`src/rtl/stream_max_reduce.sv`:
```
// stream_max_reduce: two-stage running-max reducer (lane tree, then accumulator) for the softmax max stage.
// Define MAX_INDEX_EN to add out_index, the flat element position of the reported maximum.
module stream_max_reduce #(
    parameter int DATAWIDTH = 16,
    parameter int EXPWIDTH  = 5,
    parameter int NUM_LANES = 4,
    parameter int LEN_WIDTH = 16
) (
    input  logic                           clk,
    input  logic                           reset_n,
    input  logic                           start,
    input  logic [LEN_WIDTH-1:0]           vec_len,
    input  logic                           seed_en,
    input  logic [DATAWIDTH-1:0]           seed_data,
    input  logic                           in_valid,
    output logic                           in_ready,
    input  logic [NUM_LANES*DATAWIDTH-1:0] in_data,
    input  logic [NUM_LANES-1:0]           in_mask,
    output logic                           out_valid,
    input  logic                           out_ready,
    output logic [DATAWIDTH-1:0]           out_data,
`ifdef MAX_INDEX_EN
    output logic [LEN_WIDTH+$clog2(NUM_LANES)-1:0] out_index,
`endif
    output logic                           busy
);

    localparam int MANT_W = DATAWIDTH - 1 - EXPWIDTH;
    localparam int LANE_W = $clog2(NUM_LANES);
    localparam int LEVELS = LANE_W;
    localparam logic [DATAWIDTH-1:0] NEG_INF = {1'b1, {EXPWIDTH{1'b1}}, {MANT_W{1'b0}}};
    localparam logic [DATAWIDTH-1:0] MSB_ONE = {1'b1, {(DATAWIDTH-1){1'b0}}};

    typedef enum logic [1:0] {S_IDLE, S_ACCUM, S_DRAIN, S_DONE} state_t;

    state_t               state, state_nxt;
    logic [LEN_WIDTH-1:0] cnt;
    logic                 in_fire;
    logic                 s1_valid;
    logic [DATAWIDTH-1:0] s1_val;
    logic [DATAWIDTH-1:0] acc;
    logic [DATAWIDTH-1:0] tree_val;
    logic [DATAWIDTH-1:0] lvl_val [LEVELS+1][NUM_LANES];
`ifdef MAX_INDEX_EN
    localparam int IDX_W = LEN_WIDTH + LANE_W;
    logic [LANE_W-1:0]    lvl_idx [LEVELS+1][NUM_LANES];
    logic [LANE_W-1:0]    tree_idx;
    logic [LEN_WIDTH-1:0] beat_num;
    logic [IDX_W-1:0]     s1_idx;
    logic [IDX_W-1:0]     acc_idx;
`endif

    // Sign-magnitude to unsigned order key; -0 is folded onto +0 so both compare equal.
    function automatic logic [DATAWIDTH-1:0] order_key(input logic [DATAWIDTH-1:0] x);
        logic [DATAWIDTH-1:0] k;
        if (x == MSB_ONE)
            k = MSB_ONE;
        else if (x[DATAWIDTH-1])
            k = ~x;
        else
            k = x ^ MSB_ONE;
        return k;
    endfunction

    // True only when b strictly beats a, so ties keep the earlier operand.
    function automatic logic beats(input logic [DATAWIDTH-1:0] b, input logic [DATAWIDTH-1:0] a);
        return order_key(b) > order_key(a);
    endfunction

    assign in_fire = in_valid && in_ready;

    // NOTE: every variable assigned in always_comb gets a default first, so no latch is inferred.
    always_comb begin
        for (int l = 0; l <= LEVELS; l++) begin
            for (int i = 0; i < NUM_LANES; i++) begin
                lvl_val[l][i] = '0;
`ifdef MAX_INDEX_EN
                lvl_idx[l][i] = '0;
`endif
            end
        end
        for (int i = 0; i < NUM_LANES; i++) begin
            lvl_val[0][i] = in_mask[i] ? in_data[i*DATAWIDTH +: DATAWIDTH] : NEG_INF;
`ifdef MAX_INDEX_EN
            lvl_idx[0][i] = LANE_W'(i);
`endif
        end
        for (int l = 0; l < LEVELS; l++) begin
            for (int i = 0; i < (NUM_LANES >> (l + 1)); i++) begin
                if (beats(lvl_val[l][2*i+1], lvl_val[l][2*i])) begin
                    lvl_val[l+1][i] = lvl_val[l][2*i+1];
`ifdef MAX_INDEX_EN
                    lvl_idx[l+1][i] = lvl_idx[l][2*i+1];
`endif
                end else begin
                    lvl_val[l+1][i] = lvl_val[l][2*i];
`ifdef MAX_INDEX_EN
                    lvl_idx[l+1][i] = lvl_idx[l][2*i];
`endif
                end
            end
        end
        tree_val = lvl_val[LEVELS][0];
`ifdef MAX_INDEX_EN
        tree_idx = lvl_idx[LEVELS][0];
`endif
    end

    // NOTE: sequential state uses non-blocking assignments so every register samples pre-edge values.
    always_ff @(posedge clk or negedge reset_n) begin
        if (!reset_n)
            state <= S_IDLE;
        else
            state <= state_nxt;
    end

    always_comb begin
        state_nxt = state;
        case (state)
            S_IDLE:  if (start) state_nxt = (vec_len == '0) ? S_DRAIN : S_ACCUM;
            S_ACCUM: if (in_fire && cnt == LEN_WIDTH'(1)) state_nxt = S_DRAIN;
            S_DRAIN: if (!s1_valid) state_nxt = S_DONE;
            S_DONE:  if (out_ready) state_nxt = S_IDLE;
            default: state_nxt = S_IDLE;
        endcase
    end

    always_comb begin
        in_ready  = (state == S_ACCUM);
        out_valid = (state == S_DONE);
        busy      = (state != S_IDLE);
        out_data  = (state == S_DONE) ? acc : '0;
`ifdef MAX_INDEX_EN
        out_index = (state == S_DONE) ? acc_idx : '0;
`endif
    end

    // Remaining beats; only decremented on a handshake so in_valid gaps cost nothing.
    always_ff @(posedge clk or negedge reset_n) begin
        if (!reset_n)
            cnt <= '0;
        else if (state == S_IDLE && start)
            cnt <= vec_len;
        else if (in_fire)
            cnt <= cnt - LEN_WIDTH'(1);
    end

    // Stage 1: register the per-beat tree winner.
    always_ff @(posedge clk or negedge reset_n) begin
        if (!reset_n) begin
            s1_valid <= 1'b0;
            s1_val   <= '0;
        end else begin
            s1_valid <= in_fire;
            if (in_fire)
                s1_val <= tree_val;
        end
    end

    // Stage 2: fold the beat winner into the accumulator; the accumulator wins ties.
    always_ff @(posedge clk or negedge reset_n) begin
        if (!reset_n)
            acc <= '0;
        else if (state == S_IDLE && start)
            acc <= seed_en ? seed_data : NEG_INF;
        else if (s1_valid && beats(s1_val, acc))
            acc <= s1_val;
    end

`ifdef MAX_INDEX_EN
    always_ff @(posedge clk or negedge reset_n) begin
        if (!reset_n) begin
            beat_num <= '0;
            s1_idx   <= '0;
            acc_idx  <= '0;
        end else begin
            if (state == S_IDLE && start)
                beat_num <= '0;
            else if (in_fire)
                beat_num <= beat_num + LEN_WIDTH'(1);
            if (in_fire)
                s1_idx <= {beat_num, tree_idx};
            if (state == S_IDLE && start)
                acc_idx <= '1;
            else if (s1_valid && beats(s1_val, acc))
                acc_idx <= s1_idx;
        end
    end
`endif

endmodule

```
`config.mk`:
```
export PLATFORM = sky130hd
export DESIGN_NAME = stream_max_reduce
export DESIGN_NICKNAME = d
export VERILOG_FILES = /design/src/rtl/stream_max_reduce.sv
export SDC_FILE = /design/constraint.sdc
export NUM_CORES = 1
export LEC_CHECK = 0
export ABC_CLOCK_PERIOD_IN_PS = 4700
export BUFFER_PORTS_ARGS = -buffer_cell sky130_fd_sc_hd__buf_2
export CORE_MARGIN = 3
export CORE_UTILIZATION = 30
export DETAILED_ROUTE_END_ITERATION = 10
export PLACE_DENSITY = 0.58
export SKIP_CTS_REPAIR_TIMING = 1
export SYNTH_ARGS = -nofsm -noshare
export SYNTH_HDL_FRONTEND = slang
export SYNTH_SLANG_ARGS = --single-unit
export TNS_END_PERCENT = 100
```
`constraint.sdc`:
```
create_clock -name clk -period 4.7 [get_ports clk]
set_input_delay 0.47 -clock clk [delete_from_list [all_inputs] [get_ports clk]]
set_output_delay 0.47 -clock clk [all_outputs]
set_load 0.1 [all_outputs]
```
==> results.txt, run 1 <==
The flow ran to the end, but the final reports show violations. The checks that failed: negative setup slack. Measured along the x axis, the die boundary spans 159 um.

The number of inserted diodes came out at 0. The first global-routing pass estimated 36700 um of wire. The dominant register cell in the synthesized netlist was dfrtp_1.

The finished layout holds 1488 standard cells, fillers aside. In this design, the stage delay of the slowest critical-path cell is 0.55 ns. Dividing the synthesized area by the synthesized cell count gives 7.76 um2. The floorplan step defined a core boundary enclosing 22800 um2. For the total number of vias, the log shows 7428. The pre-antenna-repair detailed-routing pass consisted of 5 iterations. After detailed routing, the total wire length is 23200 um. At the pin with the least slew margin, the transition time is 0.662 ns.

The internal portion of the total power is 2150 uW. Summing all multi-input logic gate instances after layout gives 6120 um2. The global-route usage over all layers was 0.173. Timing would allow up to 179 MHz. The cell area that synthesis handed to floorplanning was 7000 um2. The share of the clock period used by the worst path was 1.19; the required time at the endpoint of the critical path was 4.87 ns. The least setup slack across all paths after layout is -0.888 ns, and the total number of placement rows is 55. Relative to the synthesized area, the layout overhead comes to 45.2%.

The via count of the first global-routing pass is 7173. Level count of the clock H-tree: 2. In this run, synthesis produced a sequential element count of 51. TritonCTS built the clock tree. The count of endpoints failing setup in the final report was 16; the placed instance area was 9340 um2. The tools report the worst-skew pair later-pin latency as 0.29 ns.

The largest fanout on the critical path works out to 8. The logs give 10200 um2 for the summed area of non-filler cells in the final layout and 2050 uW for the power dissipated by switching net loads. During synthesis, Yosys emitted a total of 0 warnings. The count of nets left with antenna violations once routing finished came out at 0.

After detailed routing, the number of remaining DRC violations is 0. After the first detailed-routing iteration, the DRC count stood at 499. Counting every instance in the synthesized netlist gives 902. The worst supply voltage drop on vdd is 0.317 mV.

The worst-path cell with the longest stage delay was or4_4. Combined flip-flop and latch cell area: 1280 um2. The share of total power in sequential cells was 0.216; the post-synth net total was 1087.

Capturing element type of the critical path: a flip-flop. By startpoint and endpoint, the worst setup path is classified as primary input to flip-flop. The tools report the launching element type of the critical path as a primary input. Clock skew on the completed layout was measured at 0.00515 ns. In this run the count of I/O pins placed on the die edge is 125. After routing, the total negative slack on setup checks comes to -13.87 ns.

Summing internal, switching and leakage power gives 4200 uW. Setup repair after global routing could not meet its margin everywhere. The count of final hold-check violations is 0, and the clock network fraction of design power is 0.091. Max-cap violations in this run came to 0. The wire-length estimate of the detail-placed layout is 18600 um.

The final max-slew violation count is 0, and the setup slack of the worst register-to-register path is 0.82 ns. Dividing the detail-routed via count by the number of cells gives 4.99. The clock passes through at most 2 buffers.

Counting flops with a built-in enable in the synthesized netlist gives 0. In this run the clock root is driven by a clkbuf_16. The number of clock buffers added by TritonCTS is 5. The combinational power share came out at 0.693. The switching share of power was 0.488; the area of the die was 25200 um2. Entering global routing, the biggest net connects 52 pins.

The initial antenna violation count was 0; the number of buffers inserted by port buffering was 124. The clock net in this run drives a total of 51 sinks. The post-layout minimum cycle time is 5.59 ns. Tightest slew margin relative to the limit: 0.559. In the layout the commonest cells are buf_4 (180), nand2_1 (120), buf_2 (118).

The placer congestion estimate came out at 0.899. The count of placed standard cells including taps came out at 1462. The cell seen most often among critical-path stages was buf_6. Fraction of registers with async set or reset after synthesis: 1.00.

The total of fill cells in the finished design is 2267, and the net count reported at finish is 1359. Launching element of the worst setup path: in_data[54]. The total power density per cell area came out at 413 nW/um2.

Summed over all cells, the static leakage comes to 0.00474 uW. In this run the critical register-to-register path is launched from s1_val[14]$_DFFE_PN0P_. In this run the vertical extent of the chip is 159 um. Initial standard-cell utilization of the core: 0.307. The fraction of final layout cells with drive strength greater than 1 came out at 0.359.

The library cell used most frequently in the layout, excluding fill and tap cells, is buf_4. For the share of the core filled with cells in the final layout, the log shows 0.446. The number of different library cells used by synthesis comes to 60. Global routing finished with a remaining overflow of 0. CTS clock-pin slew for the worst setup and hold paths: 0.07 ns. At the worst endpoint, the arrival time is 5.76 ns.

The detail-routed net length per standard cell is 15.6 um. For the register area share after synthesis, the log shows 0.182. The worst hold path belongs to the class primary input to async pin.
[synth_stat cells, drive strengths merged, types with 3 or more instances]
| master | instances | share of area |
|---|---|---|
| a211oi | 5 | 0.0054 |
| a21boi | 3 | 0.0032 |
| a21o | 15 | 0.016 |
| a21oi | 49 | 0.035 |
| a221o | 25 | 0.036 |
| and2 | 22 | 0.020 |
| and3 | 20 | 0.019 |
| buf | 11 | 0.0088 |
| clkbuf | 42 | 0.023 |
| dfrtp | 51 | 0.18 |
| ha | 79 | 0.14 |
| inv | 13 | 0.0070 |
| mux2 | 3 | 0.0048 |
| mux2i | 35 | 0.052 |
| nand2 | 135 | 0.072 |
| nand2b | 20 | 0.018 |
| nand3 | 18 | 0.013 |
| nand4 | 18 | 0.017 |
| nor2 | 64 | 0.037 |
| nor2b | 31 | 0.028 |
| nor3 | 23 | 0.016 |
| nor3b | 7 | 0.0075 |
| nor4 | 21 | 0.020 |
| o211ai | 4 | 0.0043 |
| o21a | 3 | 0.0032 |
| o21ai | 26 | 0.019 |
| or3 | 6 | 0.0054 |
| or4 | 6 | 0.0064 |
| xnor2 | 83 | 0.10 |
| xor2 | 36 | 0.045 |
[cells by family after synthesis]
| kind of cell | Yosys count | synth area share |
|---|---|---|
| AND/OR/NAND/NOR | 400 | 0.289 |
| adder cells (fa/ha/maj) | 79 | 0.141 |
| XOR/XNOR | 119 | 0.149 |
| flip-flops | 51 | 0.182 |
| buffers and inverters | 67 | 0.0388 |
| AO/OA/AOI/OAI | 148 | 0.143 |
| multiplexers | 38 | 0.0566 |
[final timing paths]
kind | cells past startpoint | endpoint
setup / recovery | 29 | s1_val[13]$_DFFE_PN0P_
hold / removal | 2 | cnt[11]$_DFFE_PN0P_
setup reg to reg | 13 | acc[5]$_DFFE_PN0P_
hold reg to reg | 2 | cnt[3]$_DFFE_PN0P_
max in group asynchronous | 2 | acc[7]$_DFFE_PN0P_
min in group clk | 3 | cnt[10]$_DFFE_PN0P_
[registers in the layout, summed over array words and instances (netlist names)]
| name | cells |
|---|---|
| acc | 16 |
| state | 2 |
| s1_valid | 1 |
| cnt | 16 |
| s1_val | 16 |
[layer usage]
metal,vias up,global-route usage,part of all wire
met5,-,0,0
met4,0,0.0255,0.016
met3,26,0.0183,0.039
met2,166,0.297,0.47
met1,3489,0.239,0.47
li1,3747,-,-
[power groups by stage]
stage | registers (uW) | clock network (uW) | logic [uW]
2_1_floorplan | 818 | 0 | 2100
3_3_place_gp | 903 | 0 | 2710
3_5_place_dp | 910 | 0 | 2750
4_1_cts | 903 | 394 | 2770
5_1_grt | 935 | 413 | 3250
6_report | 905 | 382 | 2910
[final cells by class]
class,instances,share of cell area
Clock inverter,1,0.000739
Tap cell,313,0.0385
Clock buffer,7,0.0150
Sequential cell,51,0.126
Timing Repair Buffer,315,0.213
Inverter,14,0.00517
Multi-Input combinational cell,787,0.602
[critical path: cells and delay by family]
kind,cells,cell delay (ns)
adder cells (fa/ha/maj),3,0.84
AND/OR/NAND/NOR,14,2.68
AO/OA/AOI/OAI,6,1.04
buffers and inverters,6,0.71
[metrics by stage]
step,setup WS (ns),hold slack (ns)
2_1_floorplan,-0.964,0.174
4_1_cts,-1.09,0.317
6_report,-0.888,0.292
5_1_grt,-1.11,0.362
3_3_place_gp,-1.25,0.543
3_5_place_dp,-1.38,0.548
No activity file was read; power rests on OpenSTA's default activity.
==> inputs of run 2 (changes only) <==
--- a/config.mk
+++ b/config.mk
@@ -8,9 +8,10 @@
 export ABC_CLOCK_PERIOD_IN_PS = 4700
 export BUFFER_PORTS_ARGS = -buffer_cell sky130_fd_sc_hd__buf_2
 export CORE_MARGIN = 3
-export CORE_UTILIZATION = 30
+export CORE_UTILIZATION = 50
 export DETAILED_ROUTE_END_ITERATION = 10
-export PLACE_DENSITY = 0.58
+export HOLD_SLACK_MARGIN = 0.12
+export PLACE_DENSITY = 0.83
 export SKIP_CTS_REPAIR_TIMING = 1
 export SYNTH_ARGS = -nofsm -noshare
 export SYNTH_HDL_FRONTEND = slang
==> run 2 against run 1 <==
  * The run still ends with negative setup slack left
  * First-iteration DRC count grew 67%
  * Clock power shrank 9.2%
  * Flip-flop and latch count is the same
  * Global-route usage grew 10 points
  * Register-to-register slack lost 0.49 ns
  * Total power grew 1.1%
  * Combinational power grew 3%
  * Critical path type unchanged
==> results.txt, run 2 (same netlist as run 1, synthesis figures left out) <==
The combinational power share came out at 0.705 (+0.012). The multi-input combinational cell area is 5980 um2 (-2.2%), and the transition time of the tightest slew-check pin is 0.857 ns (+0.195 ns). The run gives 0 (unchanged) as the number of inserted diodes. The fraction of final layout cells with drive strength greater than 1 was 0.345 (-0.0141).

CTS clock-pin slew for the worst setup and hold paths: 0.07 ns (about the same). The number of buffers inserted by port buffering came out at 124 (unchanged). The post-synthesis to final-layout area growth was 39.9%; the number of cells traversed by the worst register-to-register path was 12 (-1). The detailed placement HPWL came out at 18100 um (-2.5%). The total power density per cell area is 433 nW/um2 (+4.9%). The initial standard-cell utilization of the core came out at 0.520 (+0.213). Net count reported at finish: 1355 (-0.29%).

The overall overflow remaining after global route was 0 (unchanged). The setup slack of the worst register-to-register path is 0.33 ns (-0.49 ns), and the met3 track utilization from global routing is 0.0232 (+0.00489). For the clock network fraction of design power, the log shows 0.082 (-0.009). The share of the core filled with cells in the final layout is 0.728 (+0.282), and the switching share of power is 0.503 (+0.0148). For the maximum number of pins on one net before global-route repair, the log shows 52 (unchanged).

TritonCTS built the clock tree. Share of the clock period used by the worst path: 1.27 (+0.0853). Setup repair after global routing could not meet its margin everywhere. The initial antenna violation count is 0 (unchanged), and the area of the placeable core is 13500 um2 (-41%).

The die height is 124 um (-22%). The via count normalized by instance count works out to 6.16 (+23%). STA classifies the critical path startpoint as a primary input. The data arrival time at the worst-slack endpoint is 6.21 ns (+0.45 ns). The number of buffers added by the clock tree synthesis step was 5 (unchanged). The largest registers in the layout are acc: 16 flops, cnt: 16 flops, s1_val: 16 flops.

Classification of the worst-slack hold path: primary input to async pin. The kind of cell with the highest combined delay along the critical path is simple AND/OR/NAND/NOR gates. Worst-path cell with the longest stage delay: or4_4. The count of endpoints failing setup in the final report came out at 16 (unchanged).

In this run the worst setup path terminates at s1_val[13]$_DFFE_PN0P_. The horizontal extent of the die works out to 124 um (-22%). For the level count of the clock H-tree, the log shows 2 (unchanged). The count of placed standard cells including taps came out at 1324 (-9.4%).

For the total number of placement rows, the log shows 42 (-24%). The global routing stage identified its most utilized layer as met2. The run gives 948 (-58%) as the total of fill cells in the finished design.

The top cell types in the final layout, fill and taps aside, are buf_4 (177), nand2_1 (122), buf_2 (121). The global-route wire length before repair is 36300 um (-1.2%), and the met2 track demand over resource is 0.480 (+0.183). The tools report the I/O pin count as 125 (unchanged).

The post-layout minimum cycle time is 5.99 ns (+0.401 ns), and the combined flip-flop and latch cell area is 1280 um2 (unchanged). The final reports fail on negative setup slack. Stage delay of the slowest cell on the critical path: 0.55 ns (about the same). The run gives 0.29 ns (about the same) as the worst-skew pair later-pin latency. The tools report the number of detailed-routing iterations run before antenna repair as 6 (+1).

In this run the critical register-to-register path is launched from s1_val[14]$_DFFE_PN0P_. The post-detailed-routing wire length was 25600 um (+10%); the total number of vias was 8302 (+12%). The run gives 0.263 mV (-17%) as the worst supply voltage drop on vdd.

The flow ran to the end, but the final reports show violations. The internal power summed over all cells was 2110 uW (-1.8%). The tools report the share of total power in sequential cells as 0.214 (-0.002). Final max-slew violation count: 0 (unchanged). The logs give 167 MHz (-6.7%) for the highest clock frequency the design can meet and 4.92 ns (+0.05 ns) for the required time at the endpoint of the critical path.

The max-capacitance violation count is 0 (unchanged). The clock net sink count was 51 (unchanged); the total power was 4240 uW (+1.1%). The tools report the total negative slack for setup checks as -19.35 ns (-5.47 ns). The leakage power figure is 0.00465 uW (-1.9%), and the instance count on the critical path is 27 (-6.9%). The count of final hold-check violations is 0 (unchanged), and the via count of the first global-routing pass is 7495 (+4.5%). The tools report the maximum count of clock buffers along a single path as 2 (unchanged). The critical path starts at in_data[59].

Detail-routed net length per standard cell: 19.0 um (+22%). Leaving out fill and tap cells, the most frequent cell in the layout is buf_4. The critical path is of the primary input to flip-flop type.

The placer congestion estimate is 0.961 (+6.9%). The tools report the DRC violations left as 0 (unchanged). The power dissipated by switching net loads was 2130 uW (+4.2%). In this run the critical register-to-register path is captured at acc[4]$_DFFE_PN0P_. The run gives 1347 (-9.5%) as the final non-filler cell total.

The global-route usage over all layers is 0.275 (+0.103), and the global-route track usage on met1 is 0.369 (+0.130). Final antenna-violating net count: 0 (unchanged). The root buffer cell was clkbuf_16. The tightest slew margin relative to the limit came out at 0.428 (-0.131).

The worst setup path is captured at a flip-flop. The sum of buffers and inverters on the critical path is 5 (-1). The run gives 15500 um2 (-39%) as the area of the die. The cell seen most often among critical-path stages is nand4_1. For the least setup slack across all paths after layout, the log shows -1.29 ns (-0.401 ns).

The run gives 835 (+67%) as the iteration-0 DRC count of the detailed router. The largest fanout on the critical path is 8 (unchanged). The clock tree skew after final layout came out at 0.00715 ns (+0.00200 ns).
## run 2: power groups by stage
stage	clock, uW	combinational, uW	sequential, uW
2_1_floorplan	0	2100	818
3_3_place_gp	0	2650	884
3_5_place_dp	0	2760	900
4_1_cts	348	2810	894
5_1_grt	368	3260	925
6_report	347	2990	906
## run 2: routing by layer
metal / wire length (um) / part of all wire / vias to the layer above
met5: 0 / 0 / -
met4: 1390 / 0.054 / 0
met3: 2240 / 0.087 / 166
met2: 12200 / 0.47 / 570
met1: 9820 / 0.38 / 3834
li1: - / - / 3732
## run 2: stage by stage
| step | setup WS (ns) | hold slack (ns) | instance area, um2 |
|---|---|---|---|
| 2_1_floorplan | -0.964 | 0.174 | 7270 |
| 3_3_place_gp | -1.04 | 0.544 | 9150 |
| 3_5_place_dp | -1.20 | 0.567 | 9150 |
| 4_1_cts | -0.913 | 0.303 | 9290 |
| 5_1_grt | -1.51 | 0.338 | 9790 |
| 6_report | -1.29 | 0.282 | 9790 |
## run 2: worst min path at each step
stage | startpoint | end | slack, ns
floorplan | reset_n | acc[0]$_DFFE_PN0P_ | 0.17
CTS | reset_n | cnt[11]$_DFFE_PN0P_ | 0.30
global route | reset_n | cnt[11]$_DFFE_PN0P_ | 0.34
detailed placement | cnt[3]$_DFFE_PN0P_ | cnt[3]$_DFFE_PN0P_ | 0.57
finish | reset_n | cnt[11]$_DFFE_PN0P_ | 0.28
global placement | cnt[3]$_DFFE_PN0P_ | cnt[3]$_DFFE_PN0P_ | 0.54
## run 2: cell type report
cell class / instances / area share
flip-flops and latches: 51 / 0.130
inverters: 14 / 0.00537
clock buffers: 7 / 0.0135
clock inverters: 1 / 0.000511
repair buffers: 313 / 0.217
multi-input cells: 785 / 0.611
well taps: 176 / 0.0225
